<file path="src/rtl/bfusion_pkg.sv">
// Shared types and helpers for the BitFusion operand feeder.
package bfusion_pkg;

  // Precision configurations as the MAC encodes them.
  typedef enum logic [1:0] {
    CFG_A8W8 = 2'b00,
    CFG_A4W4 = 2'b01,
    CFG_A8W4 = 2'b11
  } cfg_e;

  typedef enum logic [1:0] {
    ST_IDLE  = 2'd0,
    ST_CLEAR = 2'd1,
    ST_FILL  = 2'd2,
    ST_DRAIN = 2'd3
  } state_e;

  localparam int unsigned DEF_MAC_LAT = 3;
  localparam int unsigned WORD_W      = 16;

  // Number of elements merged into one MAC word.
  function automatic logic [2:0] lanes_per_cfg(input cfg_e c);
    logic [2:0] n;
    case (c)
      CFG_A8W4: n = 3'd2;
      CFG_A4W4: n = 3'd4;
      default:  n = 3'd1;
    endcase
    return n;
  endfunction

  // The unused encoding 2'b10 behaves as A8W8.
  function automatic cfg_e map_cfg(input logic [1:0] raw);
    cfg_e c;
    if (raw == 2'b10) c = CFG_A8W8;
    else              c = cfg_e'(raw);
    return c;
  endfunction

endpackage

</file>
<file path="src/rtl/bfusion_pack.sv">
// Combinational lane merge: drops one element into its lane of the staging word.
module bfusion_pack
  import bfusion_pkg::*;
(
  input  logic [15:0] stage_a_i,
  input  logic [15:0] stage_w_i,
  input  logic [7:0]  act_i,
  input  logic [7:0]  wgt_i,
  input  logic [1:0]  lane_i,
  input  cfg_e        cfg_i,
  output logic [15:0] word_a_o,
  output logic [15:0] word_w_o
);

  // Overlay the element on the staged word at the lane position for this precision.
  always_comb begin
    word_a_o = stage_a_i;
    word_w_o = stage_w_i;
    case (cfg_i)
      CFG_A8W4: begin
        if (lane_i[0]) begin
          word_a_o[15:8] = act_i;
          word_w_o[7:4]  = wgt_i[3:0];
        end else begin
          word_a_o[7:0]  = act_i;
          word_w_o[3:0]  = wgt_i[3:0];
        end
      end
      CFG_A4W4: begin
        word_a_o[{lane_i, 2'b00} +: 4] = act_i[3:0];
        word_w_o[{lane_i, 2'b00} +: 4] = wgt_i[3:0];
      end
      default: begin
        word_a_o[7:0] = act_i;
        word_w_o[7:0] = wgt_i;
      end
    endcase
  end

endmodule

</file>
<file path="src/rtl/bfusion_feeder.sv">
// Feeds packed activation/weight words to a BitFusion MAC and returns the
// sign-extended dot product once the MAC pipeline has absorbed the last word.
module bfusion_feeder
  import bfusion_pkg::*;
#(
  parameter int unsigned HEADROOM = 4,
  parameter int unsigned MAC_LAT  = DEF_MAC_LAT
) (
  input  logic                       clk,
  input  logic                       rst,
  input  logic [1:0]                 cfg_i,
  input  logic                       in_valid,
  output logic                       in_ready,
  input  logic [7:0]                 in_act,
  input  logic [7:0]                 in_wgt,
  input  logic                       in_last,
  output logic [15:0]                a_o,
  output logic [15:0]                w_o,
  output logic [1:0]                 cfg_o,
  output logic                       accu_rst_o,
  input  logic [WORD_W+HEADROOM-1:0] z_i,
  output logic                       res_valid,
  input  logic                       res_ready,
  output logic [WORD_W+HEADROOM-1:0] res_data
);

  localparam int unsigned RW = WORD_W + HEADROOM;

  state_e          state_q, state_d;
  cfg_e            cfg_q, cfg_d;
  logic [15:0]     stage_a_q, stage_a_d;
  logic [15:0]     stage_w_q, stage_w_d;
  logic [1:0]      lane_q, lane_d;
  logic [15:0]     a_q, a_d;
  logic [15:0]     w_q, w_d;
  logic [MAC_LAT:0] tok_q, tok_d;
  logic            res_valid_q, res_valid_d;
  logic [RW-1:0]   res_data_q, res_data_d;

  logic [15:0]     merged_a, merged_w;
  logic [2:0]      lanes;
  logic            lane_full;
  logic            capture;

  // Narrower precisions accumulate into fewer significant bits; extend from
  // their true sign position.
  function automatic logic [RW-1:0] sext_res(input logic [RW-1:0] z, input cfg_e c);
    logic [RW-1:0] r;
    case (c)
      CFG_A8W4: r = {{3{z[12+HEADROOM]}}, z[12+HEADROOM:0]};
      CFG_A4W4: r = {{6{z[9+HEADROOM]}}, z[9+HEADROOM:0]};
      default:  r = z;
    endcase
    return r;
  endfunction

  bfusion_pack u_pack (
    .stage_a_i (stage_a_q),
    .stage_w_i (stage_w_q),
    .act_i     (in_act),
    .wgt_i     (in_wgt),
    .lane_i    (lane_q),
    .cfg_i     (cfg_q),
    .word_a_o  (merged_a),
    .word_w_o  (merged_w)
  );

  assign lanes     = lanes_per_cfg(cfg_q);
  assign lane_full = ({1'b0, lane_q} == (lanes - 3'd1));
  // Token bit i set means the current cycle is i cycles after the final word.
  assign capture   = tok_q[MAC_LAT];

  // Next-state, word emission, drain token and result register logic.
  always_comb begin
    state_d     = state_q;
    cfg_d       = cfg_q;
    stage_a_d   = stage_a_q;
    stage_w_d   = stage_w_q;
    lane_d      = lane_q;
    a_d         = '0;
    w_d         = '0;
    tok_d       = tok_q << 1;
    res_valid_d = res_valid_q;
    res_data_d  = res_data_q;
    in_ready    = 1'b0;
    accu_rst_o  = 1'b0;

    if (res_valid_q && res_ready) res_valid_d = 1'b0;
    if (capture) begin
      res_valid_d = 1'b1;
      res_data_d  = sext_res(z_i, cfg_q);
    end

    case (state_q)
      ST_IDLE: begin
        if (in_valid && (!res_valid_q || res_ready)) begin
          state_d = ST_CLEAR;
          cfg_d   = map_cfg(cfg_i);
        end
      end
      ST_CLEAR: begin
        accu_rst_o = 1'b1;
        state_d    = ST_FILL;
      end
      ST_FILL: begin
        in_ready = 1'b1;
        if (in_valid) begin
          if (lane_full || in_last) begin
            a_d       = merged_a;
            w_d       = merged_w;
            stage_a_d = '0;
            stage_w_d = '0;
            lane_d    = '0;
          end else begin
            stage_a_d = merged_a;
            stage_w_d = merged_w;
            lane_d    = lane_q + 2'd1;
          end
          if (in_last) begin
            state_d  = ST_DRAIN;
            tok_d[0] = 1'b1;
          end
        end
      end
      ST_DRAIN: begin
        if (capture) state_d = ST_IDLE;
      end
      default: state_d = ST_IDLE;
    endcase
  end

  // State and datapath registers with synchronous reset.
  always_ff @(posedge clk) begin
    if (rst) begin
      state_q     <= ST_IDLE;
      cfg_q       <= CFG_A8W8;
      stage_a_q   <= '0;
      stage_w_q   <= '0;
      lane_q      <= '0;
      a_q         <= '0;
      w_q         <= '0;
      tok_q       <= '0;
      res_valid_q <= 1'b0;
      res_data_q  <= '0;
    end else begin
      state_q     <= state_d;
      cfg_q       <= cfg_d;
      stage_a_q   <= stage_a_d;
      stage_w_q   <= stage_w_d;
      lane_q      <= lane_d;
      a_q         <= a_d;
      w_q         <= w_d;
      tok_q       <= tok_d;
      res_valid_q <= res_valid_d;
      res_data_q  <= res_data_d;
    end
  end

  assign a_o       = a_q;
  assign w_o       = w_q;
  assign cfg_o     = cfg_q;
  assign res_valid = res_valid_q;
  assign res_data  = res_data_q;

endmodule

</file>
<file path="config.mk">
export PLATFORM = sky130hd
export DESIGN_NAME = bfusion_feeder
export DESIGN_NICKNAME = d
export VERILOG_FILES = /design/src/rtl/bfusion_pkg.sv /design/src/rtl/bfusion_pack.sv /design/src/rtl/bfusion_feeder.sv
export SDC_FILE = /design/constraint.sdc
export NUM_CORES = 1
export LEC_CHECK = 0
export CORE_MARGIN = 5
export CORE_UTILIZATION = 40
export CTS_CLUSTER_DIAMETER = 30
export DETAILED_ROUTE_END_ITERATION = 7
export PLACE_DENSITY_LB_ADDON = 0.25
export SLEW_MARGIN = 20
export SYNTH_ARGS = -nofsm -noshare
export SYNTH_HDL_FRONTEND = slang
export SYNTH_SLANG_ARGS = --single-unit
export TNS_END_PERCENT = 10
</file>
<file path="constraint.sdc">
create_clock -name clk -period 4.43 [get_ports clk]
set_clock_uncertainty 0.05 [all_clocks]
set_input_delay 0.886 -clock clk [delete_from_list [all_inputs] [get_ports clk]]
set_output_delay 0.886 -clock clk [all_outputs]
set_load 0.02 [all_outputs]
</file>
; ---- After elaboration in Yosys (flattened, before gate mapping)
; Cells that the tools add are included.
; W data, S select, Z words.
[word_totals]
in_bits = 43
ff_bits = 95
elab_cells = 69
[op_classes]
reduce_logical = 12
n_addsub = 3
shift = 3
bitwise = 3
eq_ne = 11
n_mux = 26
[ops]
columns = operator, n
row1 = $pmux W8 S2, 3
row2 = $pmux W20 S2, 1
row3 = $bwmux W16, 2
row4 = $mux W16, 2
row5 = $shiftx A4 B6 Y16, 2
row6 = $mux W8, 3
row7 = $shift A4 B6 Y16 const A, 1
row8 = $mux W2, 6
row9 = $eq A2 B2 Y1 const B, 4
row10 = $mux W4, 2
row11 = $ne A2 B2 Y1 const B, 4
row12 = $pmux W2 S4, 1
row13 = $neg A4 Y6, 1
row14 = $pmux W3 S2, 1
row15 = $mux W1, 5
row16 = $eq A2 B1 Y1 const B, 2
row17 = $reduce_and A2 Y1, 2
row18 = $reduce_and A4 Y1, 1
row19 = $reduce_or A4 Y1, 1
row20 = $eq A2 B3 Y1, 1
row21 = $not A1 Y1, 3
row22 = $reduce_or A3 Y1, 1
row23 = $sub A3 B1 Y3 const B, 1
row24 = $add A2 B1 Y2 const B, 1
row25 = 5 further kinds, 7

; ---- Logic depth before layout (Yosys ltp)
[logic_depth]
ltp_word = 7
depth_mapped = 8

; ---- By module
; A second synthesis with hierarchy kept.
[hier_totals]
hier_cells = 411
hier_area_um2 = 3987.6
[by_module_without_submodules]
columns = mod, instances, cells_per_inst, area_per_inst_um2
row1 = bfusion_feeder, 1, 308, 3156.8
row2 = bfusion_pack, 1, 103, 830.8

; ---- Worst setup path after synthesis
; No wires, ideal clock.
[synth_timing]
path_kind = input to register
startpoint = input port rst
endpoint = register stage_w_q[12]
n_path_buf = 2
setup_ns = 0.117
stages = 6
required_time_ns = 4.263
setup_slack_ns = 2.240
t_arrival_ns = 2.024
cell_sequence = clkbuf_1 > and3b_1 > o2111a_1 > buf_6 > a21o_1 > a22o_1
[synth_rtl]
columns = item, line_no
row1 = from (decl), bfusion_feeder.sv:10  ; input logic rst,
row2 = to (signal assigned), bfusion_feeder.sv:149  ; stage_w_q <= stage_w_d;
row3 = to (decl), bfusion_feeder.sv:32  ; logic [15:0] stage_w_q, stage_w_d;

; ---- Final worst setup path
[layout_timing]
startpoint = register cfg_q[0], in the netlist cfg_o[0]
endpoint = output port cfg_o[0]
[layout_rtl]
columns = item, line_no
row1 = from (decl), bfusion_feeder.sv:30  ; cfg_e cfg_q, cfg_d;
row2 = from (signal assigned), bfusion_feeder.sv:147  ; cfg_q <= cfg_d;
row3 = to (decl), bfusion_feeder.sv:19  ; output logic [1:0] cfg_o,
; No word-level cell between the ends.

==> impl_metrics.csv <==
group,metric,value,unit
run_status,status,"complete, no violations",
hold_path,hp-class,"flop to flop",
clock_tree,clk_pin_slew,0.09,ns
synthesis,syn_inst,394,
global_route,grt_pass1_vias,3149,
synthesis,synth_top_family_by_area,"compound AO/OA/AOI/OAI gates",
synthesis,synth_fa_ha_area_share,3.251,%
power,ir_drop,0.1698,mV
timing,tns,0,ns
layout,multi_input_area,0.001810,mm^2
power,share_comb_of_total_power,14.9,%
power,p_seq_share,52.7,%
floorplan,io_pins,100,
clock_tree,clock_latency,0.36,ns
layout,antenna_cells,0,
floorplan,die_w,108.1,um
place,preCtsSetupSlack,1.421,ns
layout,final_common_cell,"clkdlybuf4s50_1",
global_route,track_usage,16.70,%
routing,viasPerCell,5.244,
place,place_inst,604,
synthesis,synth_xor_area_share,0.2276,%
clock_tree,hold_buffers,0,
global_route,antenna_found_initial,0,
synthesis,muxShareOfSynthArea,4.746,%
clock_tree,cts_tree,"yes",
synthesis,synth-main-ff-cell,"dfxtp_1",
synthesis,ys_warn_count,0,
layout,area_delta_synth_final,32.51,%
worst_setup_path,required,3.49,ns
place,io_buffers,99,
clock_tree,cts_buffer_depth,2,
clock_tree,htreeDepth,3,
layout,drive_gt1_share,5.510,%
floorplan,core_area,0.009328,mm^2
power,intPower,1.244,mW
worst_setup_path,crit_path_end_kind,"primary output",
timing,hold_viol_final,0,
flow_run,max_cap_viol_count,0,
layout,final_cell_mix,"clkdlybuf4s50_1, dfxtp_1, nor2_1",
synthesis,ys_async_sr_fraction,0,%
synthesis,synth-seq-cells,95,
timing,setup_viol,0,
clock_tree,cts_resized,0,
layout,final_nets,539,
layout,fillers,865,
global_route,grt_max_degree,38,
worst_setup_path,crit_type,"flop to primary output",
routing,postRouteAntennaNets,0,
clock_tree,root_buffer,"clkbuf_8",
worst_setup_path,cp_cell_sequence,"clkdlybuf4s50_1",
worst_setup_path,cpPeakStageDelay,0.95,ns
timing,worst_slack,1.408,ns
synthesis,synth_compound_area_share,19.51,%
global_route,overflow,0,
power,switching_share,26.75,%
timing,period_share,68.21,%
synthesis,syn_avg_cell_area,9.768,um^2
clock_tree,postCtsSetupRepairBufs,0,
place,gp_routability_congestion,0.7751,
routing,route.detailed.drc,0,
floorplan,start_util,41.26,%
clock_tree,numCtsBuffers,9,
worst_setup_path,critPathSlowestCell,"dfxtp_1",
floorplan,placementRows,35,
routing,routed_wl,9.553,mm
synthesis,yosys.cell_types.count,49,
power,total_power,1.698,mW
power,clockPowerShare,32.4,%
clock_tree,clock_sink_count,95,
global_route,grt_first_pass_wirelength,15.46,mm
power,power_leakage,1.843,nW
timing,maxSlewHeadroom,30.34,%
worst_setup_path,path_buf_inv,1,
floorplan,die_area,0.01168,mm^2
routing,vias,3246,
synthesis,syn_area,0.003849,mm^2
timing,max_slew.worst_pin.slew,1.043,ns
timing,fmax,0.3310,GHz
worst_setup_path,crit_fanout,28,
power,p_per_area,332.9,mW/mm^2
timing,finalCriticalPeriod,3.022,ns
layout,regArea,0.001902,mm^2
power,p_sw,454.1,uW
floorplan,die_y,108.1,um
routing,drt_iter0_markers,196,
synthesis,synth_fp_nets,447,
synthesis,yosysSeqAreaShare,49.41,%
routing,avgRoutedWirePerCell,15.43,um
worst_setup_path,crit_arrival,2.09,ns
synthesis,synth-edff-count,0,
worst_setup_path,crit_family,"flip-flops",
place,dpl.hpwl,6.973,mm
timing,maxSlewViolCount,0,
synthesis,synthSimpleGateAreaFrac,19.31,%
timing,rsz0062_at_grt,"false",
worst_setup_path,startpoint_type,"flop",
layout,stdcell_count,619,
routing,drtPass1Iterations,5,
cell families (layout without fill, tap and decap cells):
family | Yosys count | after routing
AOI/OAI and AO/OA | 95 | 95
xor gates and xnor gates | 1 | 1
adders and majority gates | 10 | 10
buffers and inverters | 29 | 125
DFF | 95 | 95
muxes | 18 | 18
and+or+nand+nor | 146 | 146
registers in the layout, indices dropped and copies added, names as in the netlist:
signal	count
stage_w_q	16
w_o	16
stage_a_q	16
res_valid	1
a_o	16
tok_q	4
lane_q	2
state_q	2
cfg_o	2
res_data	20
per-layer routing:
layer / track usage (%) / vias up / part of all wire [%]
li1: - / 1604 / -
met1: 20.68 / 1535 / 44
met2: 27.00 / 99 / 47
met3: 6.149 / 8 / 8.0
met4: 5.410 / 0 / 1.2
met5: 0 / - / 0
worst paths after layout:
kind | from | slack (ns) | to | cells past startpoint
worst max-delay path | cfg_o[0]$_SDFFE_PP0P_ | 1.41 | cfg_o[0] | 1
worst max register to register | lane_q[0]$_SDFFE_PP0P_ | 1.63 | a_o[9]$_SDFF_PP0_ | 6
worst min-delay path | tok_q[1]$_SDFF_PP0_ | 0.40 | tok_q[2]$_SDFF_PP0_ | 1
worst min register to register | tok_q[1]$_SDFF_PP0_ | 0.40 | tok_q[2]$_SDFF_PP0_ | 1
worst reg2reg max path, cell delays in order, from the launching register on:
cell,delay [ns]
dfxtp_1,0.88
inv_2,0.17
ha_1,0.46
nor4b_1,0.46
and2_1,0.35
a221o_1,0.22
nor2b_1,0.14
synthesized netlist by cell type, types with 2 or more instances:
cell / n / share of area, %
nor2b_1: 14 / 2.3
and3b_1: 2 / 0.46
mux2i_1: 16 / 4.2
and2_1: 5 / 0.81
ha_1: 10 / 3.3
o31ai_1: 2 / 0.39
nand3_1: 16 / 2.1
and3_1: 4 / 0.65
buf_6: 2 / 0.59
nand2_1: 26 / 2.5
nand2b_1: 13 / 2.1
inv_1: 7 / 0.68
a221oi_1: 4 / 0.91
buf_2: 7 / 0.91
a211oi_1: 8 / 1.6
nor4b_1: 2 / 0.46
clkbuf_1: 6 / 0.59
nor3_1: 6 / 0.78
mux2_2: 2 / 0.59
o2bb2ai_1: 3 / 0.68
a21o_1: 2 / 0.39
a21oi_1: 14 / 1.8
buf_1: 4 / 0.39
a22o_1: 23 / 5.2
dfxtp_1: 95 / 49
o21ai_0: 7 / 0.91
nand3b_1: 2 / 0.39
a22oi_1: 19 / 3.7
a221o_1: 5 / 1.3
nor2_1: 49 / 4.8
power by group through the flow:
stage | Combinational, mW | Clock (mW) | Sequential (mW)
after floorplan | 0.150 | 0 | 0.909
after global placement | 0.247 | 0 | 0.914
after detailed placement | 0.254 | 0 | 0.915
after CTS | 0.255 | 0.566 | 0.895
after global routing | 0.274 | 0.600 | 0.899
final | 0.253 | 0.550 | 0.895
through the flow:
| step | hold slack (ns) | instance area [um^2] | util, % |
|---|---|---|---|
| after detailed placement | 0.3778 | 4913 | 52.68 |
| final | 0.3954 | 5100 | 54.67 |
| after CTS | 0.3984 | 5100 | 54.67 |
| after global routing | 0.4107 | 5100 | 54.67 |
| after global placement | 0.3688 | 4913 | 52.68 |
| after floorplan | 0.3638 | 3849 | - |
final cells by class:
type,count,area share [%]
Clock inverter,5,1.153
Timing Repair Buffer,101,19.73
Inverter,9,0.6624
Clock buffer,10,2.502
Sequential cell,95,37.29
Multi-Input combinational cell,270,35.50
Tap cell,129,3.165
(Power assumes the default switching activity.)
